File: src/rtl/timekeeper_pkg.sv
// Shared constants, count direction type and preset validation for the timekeeper.
// Field widths here are common to the interface, the top level and the bench.
package timekeeper_pkg;

    localparam int SEC_MAX = 59;
    localparam int MIN_MAX = 59;
    localparam int MS_W    = 6;

    typedef enum logic {
        UP   = 1'b0,
        DOWN = 1'b1
    } count_dir_e;

    // A preset is accepted only if every field is within its legal range.
    function automatic logic fields_valid(input int unsigned h,
                                          input int unsigned m,
                                          input int unsigned s,
                                          input int unsigned h_max);
        return (s <= SEC_MAX) && (m <= MIN_MAX) && (h <= h_max);
    endfunction

endpackage

File: src/rtl/timekeeper_if.sv
// Control/preset inputs and time/flag outputs of the timekeeper, bundled as one port.
// There is no valid/ready handshake: load is a single-cycle strobe sampled on every clk edge.
import timekeeper_pkg::*;

interface timekeeper_if #(
    parameter int HOUR_W = 5
);
    logic              run;
    logic              down;
    logic              load;
    logic [HOUR_W-1:0] load_h;
    logic [MS_W-1:0]   load_m;
    logic [MS_W-1:0]   load_s;
    logic [HOUR_W-1:0] hours;
    logic [MS_W-1:0]   minutes;
    logic [MS_W-1:0]   seconds;
    logic              tick;
    logic              expired;
    logic              load_err;

    modport master (
        output run, down, load, load_h, load_m, load_s,
        input  hours, minutes, seconds, tick, expired, load_err
    );

    modport slave (
        input  run, down, load, load_h, load_m, load_s,
        output hours, minutes, seconds, tick, expired, load_err
    );
endinterface

File: src/rtl/timekeeper_tick_prescaler.sv
// Free-running divider that flags the clk edge on which one second elapses.
// tick is combinational so the field counters can act on that same edge.
module tick_prescaler #(
    parameter int CLK_DIV = 50_000_000
) (
    input  logic clk,
    input  logic rst_n,
    input  logic run,
    input  logic clear,
    output logic tick
);
    localparam int CNT_W = $clog2(CLK_DIV);
    localparam logic [CNT_W-1:0] LAST = CNT_W'(CLK_DIV - 1);

    logic [CNT_W-1:0] r_cnt;

    assign tick = run && (r_cnt == LAST);

    always_ff @(posedge clk or negedge rst_n) begin
        if (!rst_n) begin
            r_cnt <= '0;
        end else if (clear) begin
            r_cnt <= '0;
        end else if (run) begin
            r_cnt <= tick ? '0 : r_cnt + CNT_W'(1);
        end
    end
endmodule

File: src/rtl/timekeeper.sv
// Hours/minutes/seconds counter, up or down, with validated preset and sticky expiry.
// Every register runs on clk; the prescaler supplies a one-cycle advance enable.
import timekeeper_pkg::*;

module timekeeper #(
    parameter int CLK_DIV   = 50_000_000,
    parameter int HOURS_MAX = 23,
    parameter int HOUR_W    = 5
) (
    input  logic        clk,
    input  logic        rst_n,
    timekeeper_if.slave bus
);
    localparam logic [HOUR_W-1:0] H_TOP = HOUR_W'(HOURS_MAX);
    localparam logic [MS_W-1:0]   S_TOP = MS_W'(SEC_MAX);
    localparam logic [MS_W-1:0]   M_TOP = MS_W'(MIN_MAX);

    logic [HOUR_W-1:0] r_hours;
    logic [MS_W-1:0]   r_minutes;
    logic [MS_W-1:0]   r_seconds;
    logic              r_tick;
    logic              r_expired;
    logic              r_load_err;

    logic       w_tick;
    logic       w_fields_ok;
    logic       w_load_ok;
    logic       w_zero;
    logic       w_one;
    count_dir_e w_dir;

    assign w_fields_ok = fields_valid(32'(bus.load_h), 32'(bus.load_m),
                                      32'(bus.load_s), HOURS_MAX);
    assign w_load_ok   = bus.load && w_fields_ok;
    assign w_dir       = count_dir_e'(bus.down);
    assign w_zero      = (r_hours == '0) && (r_minutes == '0) && (r_seconds == '0);
    assign w_one       = (r_hours == '0) && (r_minutes == '0) && (r_seconds == MS_W'(1));

    tick_prescaler #(
        .CLK_DIV (CLK_DIV)
    ) u_prescaler (
        .clk   (clk),
        .rst_n (rst_n),
        .run   (bus.run),
        .clear (w_load_ok),
        .tick  (w_tick)
    );

    // A valid preset overrides a coincident tick; tick itself still pulses.
    always_ff @(posedge clk or negedge rst_n) begin
        if (!rst_n) begin
            r_hours    <= '0;
            r_minutes  <= '0;
            r_seconds  <= '0;
            r_tick     <= 1'b0;
            r_expired  <= 1'b0;
            r_load_err <= 1'b0;
        end else begin
            r_tick     <= w_tick;
            r_load_err <= bus.load && !w_fields_ok;
            if (w_load_ok) begin
                r_hours   <= bus.load_h;
                r_minutes <= bus.load_m;
                r_seconds <= bus.load_s;
                r_expired <= 1'b0;
            end else if (w_tick) begin
                if (w_dir == UP) begin
                    if (r_seconds == S_TOP) begin
                        r_seconds <= '0;
                        if (r_minutes == M_TOP) begin
                            r_minutes <= '0;
                            r_hours   <= (r_hours == H_TOP) ? '0 : r_hours + HOUR_W'(1);
                        end else begin
                            r_minutes <= r_minutes + MS_W'(1);
                        end
                    end else begin
                        r_seconds <= r_seconds + MS_W'(1);
                    end
                end else if (!w_zero) begin
                    if (r_seconds == '0) begin
                        r_seconds <= S_TOP;
                        if (r_minutes == '0) begin
                            r_minutes <= M_TOP;
                            r_hours   <= r_hours - HOUR_W'(1);
                        end else begin
                            r_minutes <= r_minutes - MS_W'(1);
                        end
                    end else begin
                        r_seconds <= r_seconds - MS_W'(1);
                    end
                    if (w_one) begin
                        r_expired <= 1'b1;
                    end
                end
            end
        end
    end

    assign bus.hours    = r_hours;
    assign bus.minutes  = r_minutes;
    assign bus.seconds  = r_seconds;
    assign bus.tick     = r_tick;
    assign bus.expired  = r_expired;
    assign bus.load_err = r_load_err;
endmodule

File: src/flat_wrapper.sv
// flat-port wrapper written by rule: the top's interface ports become plain ports
module timekeeper_flat 
#(
    parameter int CLK_DIV   = 50_000_000,
    parameter int HOURS_MAX = 23,
    parameter int HOUR_W    = 5
)
  (clk, rst_n, bus_run, bus_down, bus_load, bus_load_h, bus_load_m, bus_load_s, bus_hours, bus_minutes, bus_seconds, bus_tick, bus_expired, bus_load_err);
  timekeeper_if #(.HOUR_W(HOUR_W)) bus_i ();
  input  logic clk;
  input  logic rst_n;
  input wire logic [$bits(bus_i.run)-1:0] bus_run;
  input wire logic [$bits(bus_i.down)-1:0] bus_down;
  input wire logic [$bits(bus_i.load)-1:0] bus_load;
  input wire logic [$bits(bus_i.load_h)-1:0] bus_load_h;
  input wire logic [$bits(bus_i.load_m)-1:0] bus_load_m;
  input wire logic [$bits(bus_i.load_s)-1:0] bus_load_s;
  output wire logic [$bits(bus_i.hours)-1:0] bus_hours;
  output wire logic [$bits(bus_i.minutes)-1:0] bus_minutes;
  output wire logic [$bits(bus_i.seconds)-1:0] bus_seconds;
  output wire logic [$bits(bus_i.tick)-1:0] bus_tick;
  output wire logic [$bits(bus_i.expired)-1:0] bus_expired;
  output wire logic [$bits(bus_i.load_err)-1:0] bus_load_err;
  assign bus_i.run = bus_run;
  assign bus_i.down = bus_down;
  assign bus_i.load = bus_load;
  assign bus_i.load_h = bus_load_h;
  assign bus_i.load_m = bus_load_m;
  assign bus_i.load_s = bus_load_s;
  assign bus_hours = bus_i.hours;
  assign bus_minutes = bus_i.minutes;
  assign bus_seconds = bus_i.seconds;
  assign bus_tick = bus_i.tick;
  assign bus_expired = bus_i.expired;
  assign bus_load_err = bus_i.load_err;
  timekeeper #(.CLK_DIV(CLK_DIV), .HOURS_MAX(HOURS_MAX), .HOUR_W(HOUR_W)) u_core (.clk(clk), .rst_n(rst_n), .bus(bus_i));
endmodule
File: config.mk
export PLATFORM = sky130hd
export DESIGN_NAME = timekeeper_flat
export DESIGN_NICKNAME = d
export VERILOG_FILES = /design/src/rtl/timekeeper_pkg.sv /design/src/rtl/timekeeper_if.sv /design/src/rtl/timekeeper_tick_prescaler.sv /design/src/rtl/timekeeper.sv /design/src/flat_wrapper.sv
export SDC_FILE = /design/constraint.sdc
export NUM_CORES = 1
export LEC_CHECK = 0
export BUFFER_PORTS_ARGS = -buffer_cell sky130_fd_sc_hd__buf_2
export CORE_ASPECT_RATIO = 0.75
export CORE_MARGIN = 1
export CORE_UTILIZATION = 50
export CTS_CLUSTER_SIZE = 10
export DETAILED_ROUTE_END_ITERATION = 8
export HOLD_SLACK_MARGIN = 0.03
export PLACE_DENSITY = 0.78
export SLEW_MARGIN = 0
export SYNTH_ARGS = -nofsm -noshare
export SYNTH_HDL_FRONTEND = slang
export SYNTH_SLANG_ARGS = --single-unit
File: constraint.sdc
create_clock -name clk -period 3.1 [get_ports clk]
set_input_delay 0.62 -clock clk [delete_from_list [all_inputs] [get_ports clk]]
set_output_delay 0.62 -clock clk [all_outputs]
set_load 0.05 [all_outputs]
==> impl_metrics.json <==
{
  "status": "completed",
  "synth_warnings": 0,
  "first_pass_iters": 4,
  "fin_crit_sh": 0.837,
  "hold_path_class": "in -> async",
  "hold_violations": 0,
  "area_growth_pct": 11.5,
  "antenna_left": 0,
  "synth-seq-cells": 46,
  "power_density_mw_per_mm2": 463,
  "instances_no_fill": 488,
  "crit_required_ns": 3.33,
  "vias": 2931,
  "leakage_nw": 1.58,
  "timing.final.crit_period_ns": 2.59,
  "crit_type": "reg -> reg",
  "drc": 0,
  "numClockSinks": 46,
  "wl_um": 7530,
  "antenna_cells": 0,
  "cts.hold.buffers_added": 0,
  "clkTransAtPathRegs_ns": 0.09,
  "final_cell_mix": "dfrtp_1, buf_2, nand2_1, nor2_1, nand3_1",
  "post-cts-setup-buffers": 0,
  "nets": 442,
  "skew_ns": 0.00814,
  "grt_pass1_wl_um": 12700,
  "core_mm2": 0.00598,
  "relSlewSlack": 0.317,
  "die_area_mm2": 0.00666,
  "synthArstFlopShare": 1.00,
  "grt_setup_unrepaired": "false",
  "switching_share": 0.369,
  "postSynthCellCount": 375,
  "io_pins": 42,
  "cp-end-kind": "flip-flop",
  "ir_drop_uv": 219,
  "grtUsageTotal": 0.242,
  "p_total_w": 0.00164,
  "crit_path_top_delay_cell": "nor2b_1",
  "cts_buffer_depth": 2,
  "die_y_um": 71.0,
  "drt-initial-drc-count": 224,
  "routabilityCongestion": 0.815,
  "syn_avg_cell_area_um2": 8.45,
  "synthFlopType": "dfrtp_1",
  "nFillCells": 528,
  "crit_buf_inv": 0,
  "grt_max_degree": 47,
  "final_common_cell": "dfrtp_1",
  "insertion_delay_ns": 0.30,
  "max-cap-violations": 0,
  "final_util": 0.591,
  "finalSetupViolCount": 0,
  "synth_edf_count": 0,
  "power_frac_comb": 0.280,
  "p_switching_w": 0.000604,
  "grt_pass1_vias": 2670,
  "p_clk_frac": 0.274,
  "worstMarginPinSlew_ns": 1.02,
  "drv_slew": 0,
  "slowest_delay_ns": 0.53,
  "port_buffers": 41,
  "critPathLaunchType": "flip-flop",
  "htreeDepth": 2,
  "tns_ns": 0,
  "path_cells": "ha_1 > nand2_2 > or4_4 > nor3_4 > nor2b_1 > mux2_1 > o21ai_1",
  "dp_hpwl_um": 5340,
  "dp.cells": 480,
  "yosysSeqAreaShare": 0.363,
  "antenna_found_initial": 0,
  "final_layout_size_suffix_gt1_frac": 0.161,
  "p_int_w": 0.00103,
  "max_clock_freq_mhz": 385,
  "fp-row-count": 24,
  "p_seq_frac": 0.446,
  "design_area_mm2": 0.00353,
  "crit_family": "simple AND/OR/NAND/NOR gates",
  "cts_tree": "built",
  "cp_max_fo": 7,
  "cp.arrival_ns": 2.83,
  "cts_root_buf": "clkbuf_8",
  "cts_buffers": 5,
  "synth_nets": 408,
  "synth.cell_area_mm2": 0.00317,
  "initial_core_util": 0.530,
  "dpl_cell_area_mm2": 0.00343,
  "synth.distinct_cells": 61,
  "post_drt_wl_per_cell_um": 15.4,
  "viasPerCell": 6.01,
  "grt_overflow": 0,
  "cts_resized": 0,
  "die_w_um": 93.9
}
[per-stage QoR]
stage | hold WS (ns) | setup slack (ns)
finish | 0.490 | 0.505
global route | 0.527 | 0.287
CTS | 0.510 | 0.511
detailed placement | 0.492 | 0.340
global placement | 0.495 | 0.409
floorplan | 0.324 | 0.591
[layout make-up]
type                    instances  area [um^2]  area share
repair buffers                 48          258      0.0729
clock buffers                   7         76.3      0.0216
inverters                      11         41.3      0.0117
flip-flops and latches         46         1150       0.326
multi-input cells             297         1880       0.532
well taps                      78         97.6      0.0276
clock inverters                 1         30.0     0.00850
[routing by layer]
| metal | up-vias | global-route usage | wire length [um] |
|---|---|---|---|
| li1 | 1419 | - | - |
| met1 | 1371 | 0.379 | 3760 |
| met2 | 130 | 0.337 | 3200 |
| met3 | 11 | 0.0376 | 459 |
| met4 | 0 | 0.0803 | 111 |
| met5 | - | 0 | 0 |
[flip-flops by register name (all words and copies together) (netlist names)]
| register | cells |
|---|---|
| u_core.bus.expired | 1 |
| u_core.bus.hours | 5 |
| u_core.bus.load_err | 1 |
| u_core.u_prescaler.r_cnt | 26 |
| u_core.bus.tick | 1 |
| u_core.bus.minutes | 6 |
| u_core.bus.seconds | 6 |
[power groups by stage]
| stage | Combinational (W) | Sequential [W] | Clock [W] |
|---|---|---|---|
| 5_1_grt | 0.000498 | 0.000741 | 0.000483 |
| 6_report | 0.000458 | 0.000731 | 0.000448 |
| 3_3_place_gp | 0.000442 | 0.000737 | 0 |
| 2_1_floorplan | 0.000250 | 0.000815 | 0 |
| 4_1_cts | 0.000457 | 0.000727 | 0.000455 |
| 3_5_place_dp | 0.000454 | 0.000739 | 0 |
[path summary, 6_finish.rpt]
kind / start / to / slack (ns) / cells after the start
max in group asynchronous: rst_n / u_core.bus.seconds[2] / 1.98 / 1
min in group clk: u_core.bus.expired / u_core.bus.expired / 0.51 / 1
worst min-delay path: rst_n / u_core.bus.hours[0] / 0.49 / 1
worst max-delay path: u_core.u_prescaler.r_cnt[1] / u_core.bus.seconds[0] / 0.51 / 7
worst max register to register: u_core.u_prescaler.r_cnt[1] / u_core.bus.seconds[0] / 0.51 / 7
worst min register to register: u_core.bus.expired / u_core.bus.expired / 0.51 / 1
[Yosys cell counts (2+ instances only)]
master / instances / area share
a21oi_1: 17 / 0.027
a31o_1: 2 / 0.0055
a31oi_1: 7 / 0.014
a41oi_1: 2 / 0.0055
and2_1: 4 / 0.0079
and3_1: 6 / 0.012
and4_1: 5 / 0.014
buf_2: 8 / 0.013
clkbuf_1: 11 / 0.013
dfrtp_1: 46 / 0.36
ha_1: 11 / 0.043
inv_1: 11 / 0.013
mux2i_1: 6 / 0.019
nand2_1: 39 / 0.046
nand2b_1: 5 / 0.0099
nand3_1: 24 / 0.038
nand3b_1: 3 / 0.0071
nand4_1: 15 / 0.030
nand4b_1: 3 / 0.0083
nor2_1: 39 / 0.046
nor2b_1: 4 / 0.0079
nor3_1: 9 / 0.014
nor3b_1: 3 / 0.0071
nor4_1: 2 / 0.0039
o211ai_1: 2 / 0.0047
o21a_1: 2 / 0.0047
o21ai_0: 23 / 0.036
o21ai_1: 3 / 0.0047
o221ai_1: 2 / 0.0055
o22ai_1: 3 / 0.0059
o31ai_1: 2 / 0.0047
or3_1: 6 / 0.012
xnor2_1: 7 / 0.019
xor2_1: 16 / 0.044
[logic make-up after synthesis]
| group | synth area share |
|---|---|
| compound gates | 0.152 |
| xor+xnor | 0.0636 |
| fa+ha+maj | 0.0434 |
| buf+inv | 0.0434 |
| flops | 0.363 |
| mux | 0.0272 |
| simple gates | 0.307 |
Power figures use the tool's default switching activity.
